===== config.mk =====
export PLATFORM = sky130hd
export DESIGN_NAME = reset_sequencer
export DESIGN_NICKNAME = d
export VERILOG_FILES = /design/src/rtl/reset_sequencer_pkg.sv /design/src/rtl/positive_edge_detector.sv /design/src/rtl/reset_sequencer.sv
export SDC_FILE = /design/constraint.sdc
export NUM_CORES = 1
export LEC_CHECK = 0
export ABC_AREA = 1
export BUFFER_PORTS_ARGS = -buffer_cell sky130_fd_sc_hd__buf_2
export CAP_MARGIN = 20
export CORE_MARGIN = 2
export CORE_UTILIZATION = 56
export DETAILED_ROUTE_END_ITERATION = 7
export PLACE_DENSITY = 0.77
export SYNTH_ARGS = -nofsm -noshare
export SYNTH_HDL_FRONTEND = slang
export SYNTH_HIERARCHICAL = 1
export SYNTH_SLANG_ARGS = --single-unit

===== constraint.sdc =====
create_clock -name clk_i -period 1.65 [get_ports clk_i]
set_input_delay 0.165 -clock clk_i [delete_from_list [all_inputs] [get_ports clk_i]]
set_output_delay 0.165 -clock clk_i [all_outputs]
set_load 0.1 [all_outputs]

===== src/rtl/reset_sequencer_pkg.sv =====
// rtl/reset_sequencer_pkg.sv - shared state codes and default parameters for the reset sequencer
package reset_sequencer_pkg;

  localparam int DEFAULT_NUM_STAGES   = 4;
  localparam int DEFAULT_STAGE_CYCLES = 16;

  typedef enum logic [1:0] {
    ST_WAIT_LOCK = 2'd0,
    ST_RELEASE   = 2'd1,
    ST_RUN       = 2'd2,
    ST_HOLD      = 2'd3
  } state_t;

endpackage


===== src/rtl/positive_edge_detector.sv =====
// rtl/positive_edge_detector.sv - rising-edge detector on a level input
module positive_edge_detector (
  input  logic i_clk,
  input  logic i_reset,
  input  logic i_sig,
  output logic o_rise
);

  logic r_prev;

  // Remember the previous sampled level; cleared on reset so a level already high counts as a new edge.
  always_ff @(posedge i_clk) begin
    if (i_reset) begin
      r_prev <= 1'b0;
    end else begin
      r_prev <= i_sig;
    end
  end

  assign o_rise = i_sig & ~r_prev;

endmodule


===== src/rtl/reset_sequencer.sv =====
// rtl/reset_sequencer.sv - staged release of downstream reset domains with software reset and lock tracking
module reset_sequencer
  import reset_sequencer_pkg::*;
#(
  parameter int NUM_STAGES   = DEFAULT_NUM_STAGES,
  parameter int STAGE_CYCLES = DEFAULT_STAGE_CYCLES
) (
  input  logic                  clk_i,
  input  logic                  reset_i,
  input  logic                  locked_i,
  input  logic                  sw_reset_req_i,
  output logic                  sw_reset_ack_o,
  output logic [NUM_STAGES-1:0] stage_reset_o,
  output logic                  busy_o,
  output logic                  done_o,
  output logic [1:0]            state_o
);

  localparam logic [7:0]            CNT_LAST = 8'(STAGE_CYCLES - 1);
  localparam logic [2:0]            IDX_LAST = 3'(NUM_STAGES - 1);
  localparam logic [NUM_STAGES-1:0] ALL_ON   = '1;

  state_t                r_state;
  logic [7:0]            r_cnt;
  logic [2:0]            r_idx;
  logic [NUM_STAGES-1:0] r_stage;
  logic                  r_ack;
  logic                  r_busy;
  logic                  r_done;

  logic                  w_sw_rise;
  logic [NUM_STAGES-1:0] w_keep_mask;

  positive_edge_detector u_sw_edge (
    .i_clk   (clk_i),
    .i_reset (reset_i),
    .i_sig   (sw_reset_req_i),
    .o_rise  (w_sw_rise)
  );

  // Every bit except the stage currently being released.
  assign w_keep_mask = ~(NUM_STAGES'(1) << r_idx);

  // Sequencer FSM: reset, then lock loss, then software request, then normal counting.
  always_ff @(posedge clk_i) begin
    if (reset_i) begin
      r_state <= ST_WAIT_LOCK;
      r_stage <= ALL_ON;
      r_cnt   <= 8'd0;
      r_idx   <= 3'd0;
      r_ack   <= 1'b0;
      r_busy  <= 1'b1;
      r_done  <= 1'b0;
    end else begin
      r_ack <= 1'b0;
      if (!locked_i) begin
        // Lost (or not yet gained) lock: slam every domain back into reset.
        r_state <= ST_WAIT_LOCK;
        r_stage <= ALL_ON;
        r_cnt   <= 8'd0;
        r_idx   <= 3'd0;
        r_busy  <= 1'b1;
        r_done  <= 1'b0;
      end else begin
        case (r_state)
          ST_WAIT_LOCK: begin
            r_state <= ST_RELEASE;
            r_cnt   <= 8'd0;
            r_idx   <= 3'd0;
          end
          ST_RELEASE: begin
            if (r_cnt == CNT_LAST) begin
              r_stage <= r_stage & w_keep_mask;
              r_cnt   <= 8'd0;
              if (r_idx == IDX_LAST) begin
                r_state <= ST_RUN;
                r_idx   <= 3'd0;
                r_busy  <= 1'b0;
                r_done  <= 1'b1;
              end else begin
                r_idx <= r_idx + 3'd1;
              end
            end else begin
              r_cnt <= r_cnt + 8'd1;
            end
          end
          ST_RUN: begin
            if (w_sw_rise) begin
              r_state <= ST_HOLD;
              r_stage <= ALL_ON;
              r_cnt   <= 8'd0;
              r_ack   <= 1'b1;
              r_busy  <= 1'b1;
              r_done  <= 1'b0;
            end
          end
          ST_HOLD: begin
            if (r_cnt == CNT_LAST) begin
              r_state <= ST_WAIT_LOCK;
              r_cnt   <= 8'd0;
            end else begin
              r_cnt <= r_cnt + 8'd1;
            end
          end
          default: begin
            r_state <= ST_WAIT_LOCK;
            r_stage <= ALL_ON;
            r_cnt   <= 8'd0;
            r_idx   <= 3'd0;
            r_busy  <= 1'b1;
            r_done  <= 1'b0;
          end
        endcase
      end
    end
  end

  assign sw_reset_ack_o = r_ack;
  assign stage_reset_o  = r_stage;
  assign busy_o         = r_busy;
  assign done_o         = r_done;
  assign state_o        = r_state;

endmodule


==> metrics.cfg, run 1 <==
[status]
status=completed

[yosys]
synthFlopType=dfxtp_1
synth-seq-cells=21
synthCells=142
netlist_top_cells_count=nand2_1, nor2_1, dfxtp_1, inv_1, ha_1
async_reset_ff_frac=0
synth-seq-area-share=0.377
ys_warn_count=6
synth_edf_count=0
syn_nets=155
synth.avg_cell_area_um2=7.85
synth_area_um2=1110
netlist_top_cells_area=dfxtp_1, nand2_1, ha_1, nor2_1, nand4_1
yosys.area.top_type=dfxtp_1
ys_types=24
yosysMostFrequentCell=nand2_1
yosysTopAreaCellShare=0.377

[clock_tree]
insertion_delay_ns=0.31
htree_levels=1
cts_tree=done
cts_sinks=21
cts_buffers=3
clk_pin_slew_ns=0.12
root_buffer=clkbuf_4
cts_buffer_depth=2
holdBufCountCts=0

[setup_path]
r2r_start=state_o[0]
crit_path_max_fanout=10
reg2reg_slack_ns=0.12
crit_path_start=state_o[0]
path_class=reg -> reg
reg2reg_to=done_o
start_kind=flip-flop
required_ns=1.90
cp.arrival_ns=1.77
critPathCaptureType=flip-flop
crit_end=done_o
worstRegToRegCells=10

[power_and_ir_drop]
power_density_nw_per_um2=990
power.share.clock=0.201
swShare=0.406
p_int_uw=744
leakagePower_nw=0.577
vdd_drop_max_mv=0.707
p_comb_frac=0.356
seq_power_share=0.443
switching_power_uw=509

[place]
placedCellCount=183
preCtsSetupSlack_ns=0.0912
port_buffers=12
placed_cell_area_um2=1230
place.gp.congestion=0.830
hpwl_um=1690

[routing]
ant_nets=0
vias_per_cell=5.25
totalWireLength_um=2210
wire_per_inst_um=11.8
drtIter0Drc=20
first_pass_iters=4
vias=982
drc=0

[sta]
timing.final.crit_share=0.925
slew_viol_final=0
setup_viol=0
tightest_slew_ns=0.485
rsz0062_at_grt=false
fmax_ghz=0.655
fin_setup_tns_ns=0
clock_skew_ns=0.00379
min_period_ns=1.53
hold_viol=0
slew_headroom=0.679
setup_ws_ns=0.124

[global_routing]
grt_pass1_wl_um=3680
grt_max_degree=13
grt_antenna_before_repair=0
grt.overflow.total=0
grt_pass1_vias=893
grt.total_usage=0.204

[cells_and_area]
finalInstanceArea_um2=1270
post-route-util=0.659
num_antenna_cells=0
instances_no_fill=187
final-seq-area_um2=428
fillers=182
drive_above_1_share=0.225
nNetsFinal=174
synthToLayoutAreaGrowth_pct=13.6
multi_input_area_um2=646

[floorplanning]
fp.dieArea_um2=2360
initial_utilization=0.580
boundaryPins=13
dieWidth_um=48.6
die_y_um=48.6
coreArea_um2=1920
std_cell_rows=16

[job]
cap_violations=0

[min_path]
hp-class=in -> reg

[cell usage in the layout, fill, tap and decap left out, types with 2 or more instances in the layout]
cell type,n
nor2_2,3
nor2_1,27
a21oi_1,3
buf_2,12
nand4_1,7
nand2_1,31
clkbuf_4,3
ha_1,8
nor3_1,2
xor2_1,5
nand3_1,6
inv_1,10
dfxtp_1,19
o21ai_0,3
nand3_2,3
dfxtp_4,2
buf_4,2
[through the flow]
step / hold WS, ns / power, mW
6_report: 0.0150 / 1.25
5_1_grt: 0.00495 / 1.32
4_1_cts: 0.00680 / 1.26
3_5_place_dp: 0.355 / 1.01
3_3_place_gp: 0.352 / 1.00
2_1_floorplan: 0.237 / 0.934
[worst min path at each step]
stage | slack, ns | start | depth (start not counted) | end
2_1_floorplan | 0.24 | reset_i | 1 | u_sw_edge/r_prev
3_3_place_gp | 0.35 | reset_i | 2 | u_sw_edge/r_prev
3_5_place_dp | 0.36 | reset_i | 2 | u_sw_edge/r_prev
4_1_cts | 0.007 | reset_i | 2 | u_sw_edge/r_prev
5_1_grt | 0.005 | reset_i | 2 | u_sw_edge/r_prev
6_report | 0.02 | reset_i | 2 | u_sw_edge/r_prev
[cells by family after synthesis]
| group | count (synthesis) | synth area share |
|---|---|---|
| adders and majority gates | 9 | 0.101 |
| buffers and inverters | 13 | 0.0483 |
| xor gates and xnor gates | 6 | 0.0471 |
| DFF | 21 | 0.377 |
| AOI/OAI and AO/OA | 11 | 0.0763 |
| and+or+nand+nor | 82 | 0.350 |
[metal layers]
| layer | global-route usage | vias up | wire length [um] |
|---|---|---|---|
| li1 | - | 496 | - |
| met2 | 0.361 | 24 | 1100 |
| met5 | 0 | - | 0 |
| met1 | 0.234 | 457 | 981 |
| met3 | 0.0370 | 5 | 77 |
| met4 | 0.100 | 0 | 44 |
[area by class of cell]
type,instances,share of cell area
Timing Repair Buffer,14,0.0593
Sequential cell,21,0.338
Clock buffer,3,0.0178
Clock inverter,1,0.00395
Tap cell,27,0.0267
Inverter,13,0.0445
Multi-Input combinational cell,108,0.510
[flip-flops by register name, indices dropped and copies added (netlist names)]
| register | flops |
|---|---|
| busy_o | 1 |
| done_o | 1 |
| r_cnt | 8 |
| r_idx | 3 |
| stage_reset_o | 4 |
| state_o | 2 |
| sw_reset_ack_o | 1 |
| u_sw_edge/r_prev | 1 |
[power by group through the flow]
stage | clock network [mW] | registers (mW) | logic [mW]
after global routing | 0.278 | 0.559 | 0.486
after floorplan | 0 | 0.687 | 0.247
after global placement | 0 | 0.564 | 0.439
after CTS | 0.262 | 0.555 | 0.446
final | 0.252 | 0.555 | 0.446
after detailed placement | 0 | 0.567 | 0.445
[critical path: stages (launching register included)]
cell	delay, ns
dfxtp_4	0.37
inv_1	0.08
ha_2	0.26
inv_4	0.09
nor2_8	0.17
inv_6	0.08
nand2_4	0.09
inv_2	0.06
nand3_2	0.07
nand2_1	0.05
a21oi_1	0.13
[timing repair]
| item | in CTS | in global routing |
|---|---|---|
| gates resized for setup | 0 | 2 |
| setup buffers | 0 | 0 |
| endpoints found under the setup margin | 0 | 5 |
No activity file was read; power rests on OpenSTA's default activity.
==> run 2, diff against run 1 <==
--- a/config.mk
+++ b/config.mk
@@ -12,6 +12,7 @@
 export CORE_UTILIZATION = 56
 export DETAILED_ROUTE_END_ITERATION = 7
 export PLACE_DENSITY = 0.77
+export RECOVER_POWER = 50
 export SYNTH_ARGS = -nofsm -noshare
 export SYNTH_HDL_FRONTEND = slang
 export SYNTH_HIERARCHICAL = 1
==> run 2 against run 1 <==
Effect of this change:
- worst hold slack better by 0.0028 ns
- combinational power about the same
- largest cell class unchanged
- largest power group unchanged
- critical endpoint unchanged
- critical path type unchanged
- cell area did not move
- sequential cell count stayed put
- final cell count stayed put
- via count is 0.41% higher
==> metrics.cfg, run 2 (same netlist as run 1, synthesis figures left out) <==
[job]
cap_violations=0

[cells_and_area]
final_cell_mix=nand2_1, nor2_1, dfxtp_1, inv_1, clkbuf_2
synthToLayoutAreaGrowth_pct=13.6
largest_reg_flops=8
instances_no_fill=187
final_common_cell=nand2_1
nNetsFinal=174
drive_above_1_share=0.225
num_antenna_cells=0
regMostFlops=r_cnt

[sta]
clock_skew_ns=0.00387
tightest_slew_ns=0.540
slew_viol_final=0
hold_viol=0
min_period_ns=1.53
timing.final.crit_share=0.926
setup_viol=0
fmax_ghz=0.654
rsz0062_at_grt=false
slew_headroom=0.642
fin_setup_tns_ns=0

[global_routing]
busiest_layer=met2
grt_util_met2=0.361
grt_pass1_vias=893
grt.overflow.total=0
grt_max_degree=13
grt_pass1_wl_um=3680
grt_antenna_before_repair=0
use_met1=0.234
grt.total_usage=0.204
grt.met3_usage=0.0370

[clock_tree]
cts_sinks=21
cts_buffers=3
cts_setup_buffers=0
cts_resized=0
insertion_delay_ns=0.31
htree_levels=1
holdBufCountCts=0
root_buffer=clkbuf_4
clk_pin_slew_ns=0.12
cts_buffer_depth=2
cts_tree=done

[setup_path]
crit_path_max_fanout=10
worstRegToRegCells=10
start_kind=flip-flop
cp.arrival_ns=1.77
crit_path_start=state_o[0]
critPathCaptureType=flip-flop
reg2reg_slack_ns=0.12
required_ns=1.89
r2r_start=state_o[0]
path_class=reg -> reg
crit_end=done_o
reg2reg_to=done_o

[power_and_ir_drop]
power_density_nw_per_um2=989
vdd_drop_max_mv=0.706
leakagePower_nw=0.580

[place]
port_buffers=12
placedCellCount=183
place.gp.congestion=0.830
hpwl_um=1690

[floorplanning]
dieWidth_um=48.6
die_y_um=48.6
std_cell_rows=16
coreArea_um2=1920
initial_utilization=0.580
boundaryPins=13
fp.dieArea_um2=2360

[routing]
vias_per_cell=5.27
ant_nets=0
vias=986
wire_per_inst_um=11.8
drtIter0Drc=15
totalWireLength_um=2210
drc=0
first_pass_iters=4

[min_path]
hp-class=in -> reg

[status]
status=completed

run 2: cell count changes in the layout (fill, tap and decap cells not counted), sizes merged:
cell    delta
buf        -9
clkbuf     +9
run 2: worst min-delay path by stage:
stage	slack (ns)	depth (start not counted)	to	start
global placement	0.35	2	u_sw_edge/r_prev	reset_i
finish	0.02	2	u_sw_edge/r_prev	reset_i
CTS	0.007	2	u_sw_edge/r_prev	reset_i
detailed placement	0.36	2	u_sw_edge/r_prev	reset_i
floorplan	0.24	1	u_sw_edge/r_prev	reset_i
global route	0.005	2	u_sw_edge/r_prev	reset_i
run 2: layout make-up:
class                           count  area [um^2]
Clock buffer                        3         22.5
Clock inverter                      1         5.00
Fill cell                         182          656
Inverter                           13         56.3
Multi-Input combinational cell    108          646
Sequential cell                    21          428
Tap cell                           27         33.8
Timing Repair Buffer               14         75.1
run 2: metal layers:
layer | wire, um | up-vias
met1 | 993 | 460
met2 | 1080 | 24
met5 | 0 | -
met3 | 82 | 5
met4 | 47 | 0
li1 | - | 497
run 2: per-stage QoR:
stage | power (mW) | util | hold WS (ns) | setup WS (ns) | area, um^2
after floorplan | 0.934 | - | 0.237 | 0.00230 | 1120
after global placement | 1.00 | 0.642 | 0.352 | 0.133 | 1230
after detailed placement | 1.01 | 0.642 | 0.355 | 0.0912 | 1230
after CTS | 1.26 | 0.656 | 0.00680 | 0.0863 | 1260
after global routing | 1.32 | 0.659 | 0.00495 | 0.00524 | 1270
final | 1.25 | 0.659 | 0.0178 | 0.122 | 1270
run 2: power by group:
part	internal, mW	switching [mW]	total [mW]
sequential	0.533	0.0222	0.555
clock	0.0907	0.159	0.250
combinational	0.120	0.327	0.446
run 2: critical path: stages (launching register included):
cell	delay [ns]
dfxtp_4	0.37
inv_1	0.08
ha_2	0.26
inv_4	0.08
nor2_8	0.17
inv_6	0.08
nand2_4	0.09
inv_2	0.06
nand3_2	0.07
nand2_1	0.05
a21oi_1	0.13
==> run 3, diff against run 2 <==
--- a/config.mk
+++ b/config.mk
@@ -8,7 +8,6 @@
 export ABC_AREA = 1
 export BUFFER_PORTS_ARGS = -buffer_cell sky130_fd_sc_hd__buf_2
 export CAP_MARGIN = 20
-export CORE_MARGIN = 2
 export CORE_UTILIZATION = 56
 export DETAILED_ROUTE_END_ITERATION = 7
 export PLACE_DENSITY = 0.77
==> constraint.sdc (replaced) <==
create_clock -name clk_i -period 1.5 [get_ports clk_i]
set_input_delay 0.15 -clock clk_i [delete_from_list [all_inputs] [get_ports clk_i]]
set_output_delay 0.15 -clock clk_i [all_outputs]
set_load 0.1 [all_outputs]
==> run 3 against run 2 <==
Effect of this change:
- worst setup slack got worse by 0.022 ns
- largest power group unchanged
- sequential power rose by 11%
- cell area rose by 2.2%
- critical path depth did not move
- die area fell by 8.1%
==> metrics.cfg, run 3 (same netlist as run 1, synthesis figures left out) <==
[sta]
timing.final.crit_share=0.934
slew_headroom=0.641
fmax_ghz=0.714
setup_viol=0
fin_setup_tns_ns=0
clock_skew_ns=0.00563
tightest_slew_ns=0.541
min_period_ns=1.40
slew_viol_final=0
whs_ns=0.0498
hold_viol=0

[routing]
wire_per_inst_um=10.8
ant_nets=0
vias=962
totalWireLength_um=2020
drc=0
drtIter0Drc=30
vias_per_cell=5.17
first_pass_iters=4

[clock_tree]
cts_setup_buffers=0
clk_pin_slew_ns=0.11
cts_buffers=3
root_buffer=clkbuf_4
cts_buffer_depth=2
insertion_delay_ns=0.31
cts_tree=done
cts_sinks=21
htree_levels=1

[cells_and_area]
num_antenna_cells=0
instances_no_fill=186
final_cell_mix=nand2_1, nor2_1, dfxtp_1, inv_1, clkbuf_2
drive_above_1_share=0.242
fillers=158
final_common_cell=nand2_1
regMostFlops=r_cnt
synthToLayoutAreaGrowth_pct=16.0
final-seq-area_um2=430
largest_reg_flops=8
nNetsFinal=175
multi_input_area_um2=658

[power_and_ir_drop]
power_density_nw_per_um2=1080
p_total_mw=1.39
leakagePower_nw=0.581
vdd_drop_max_mv=0.748

[floorplanning]
die_y_um=46.6
std_cell_rows=15
dieWidth_um=46.6
boundaryPins=13
initial_utilization=0.619
fp.dieArea_um2=2170
coreArea_um2=1800

[setup_path]
crit_slowest_cell=dfxtp_4
path_class=reg -> reg
worstRegToRegCells=10
cp_top_family=flip-flops
reg2reg_to=state_o[1]
crit_path_max_fanout=10
r2r_start=state_o[0]
reg2reg_slack_ns=0.1
cp.arrival_ns=1.61
path_buf_inv=4
max_stage_delay_ns=0.39
start_kind=flip-flop
required_ns=1.71
critPathCaptureType=flip-flop
crit_path_start=state_o[0]
crit_chain=inv_4, ha_4, inv_6, nor2_8, inv_8, nand2_4, inv_2, o21ai_0, o21ai_1, nor2_1

[job]
cap_violations=0

[place]
port_buffers=12
place.gp.congestion=0.838
hpwl_um=1570
placedCellCount=181

[global_routing]
grt.overflow.total=0
grt_pass1_vias=836
grt.total_usage=0.227
grt_antenna_before_repair=0
grt_pass1_wl_um=3510
grt_max_degree=12

[min_path]
min_from=sw_reset_req_i
hold_end=u_sw_edge/r_prev
hold_depth=3
hp-class=in -> reg

[status]
status=completed

[run 3: cell types whose count changed in the layout (fill, tap and decap cells not counted), sizes merged]
cell / change
clkbuf: +1
clkinv: -1
dlygate4sd3: +1
[run 3: area by class of cell]
type                            count  share of cell area
Multi-Input combinational cell    108               0.509
Sequential cell                    21               0.333
Timing Repair Buffer               15              0.0648
Inverter                           13              0.0493
Tap cell                           25              0.0242
Clock buffer                        4              0.0203
[run 3: metrics by stage]
step / instance area [um^2] / setup WS [ns] / utilization
final: 1290 / 0.0991 / 0.718
after CTS: 1290 / 0.0249 / 0.716
after global placement: 1250 / 0.102 / 0.694
after global routing: 1290 / -0.0205 / 0.718
after detailed placement: 1250 / 0.00571 / 0.694
after floorplan: 1140 / -0.0170 / -
[run 3: worst min-delay path, cell delays in order]
cell    delay, ns
buf_2        0.08
inv_1        0.04
nor2_1       0.07
[run 3: worst max-delay path by stage]
| stage | end | cells past startpoint | slack [ns] |
|---|---|---|---|
| final | state_o[1] | 10 | 0.1 |
| after global routing | r_cnt[6] | 8 | -0.02 |
| after CTS | stage_reset_o[3] | 6 | 0.02 |
| after detailed placement | r_cnt[6] | 6 | 0.006 |
| after global placement | state_o[1] | 10 | 0.10 |
| after floorplan | state_o[1] | 10 | -0.02 |
[run 3: repair_timing]
| item | CTS | global route |
|---|---|---|
| cloned | 0 | 0 |
| hold buffers | 1 | 0 |
| pin swaps | 0 | 2 |
| endpoints found under the setup margin | 3 | 15 |
| resized for setup | 1 | 6 |
| endpoints found under the hold margin | 1 | 0 |
[run 3: where the power goes]
group	switching (mW)	total, mW	leakage [nW]	internal [mW]
Sequential	0.0283	0.615	0.173	0.587
Combinational	0.364	0.506	0.393	0.142
Clock	0.166	0.270	0.0150	0.104
Total	0.558	1.39	0.581	0.833
[run 3: metal layers]
| layer | wire (um) | global-route usage | share of wire |
|---|---|---|---|
| met1 | 934 | 0.288 | 0.46 |
| met2 | 913 | 0.372 | 0.45 |
| met3 | 131 | 0.0471 | 0.065 |
| met4 | 39 | 0.0857 | 0.019 |
| met5 | 0 | 0 | 0 |
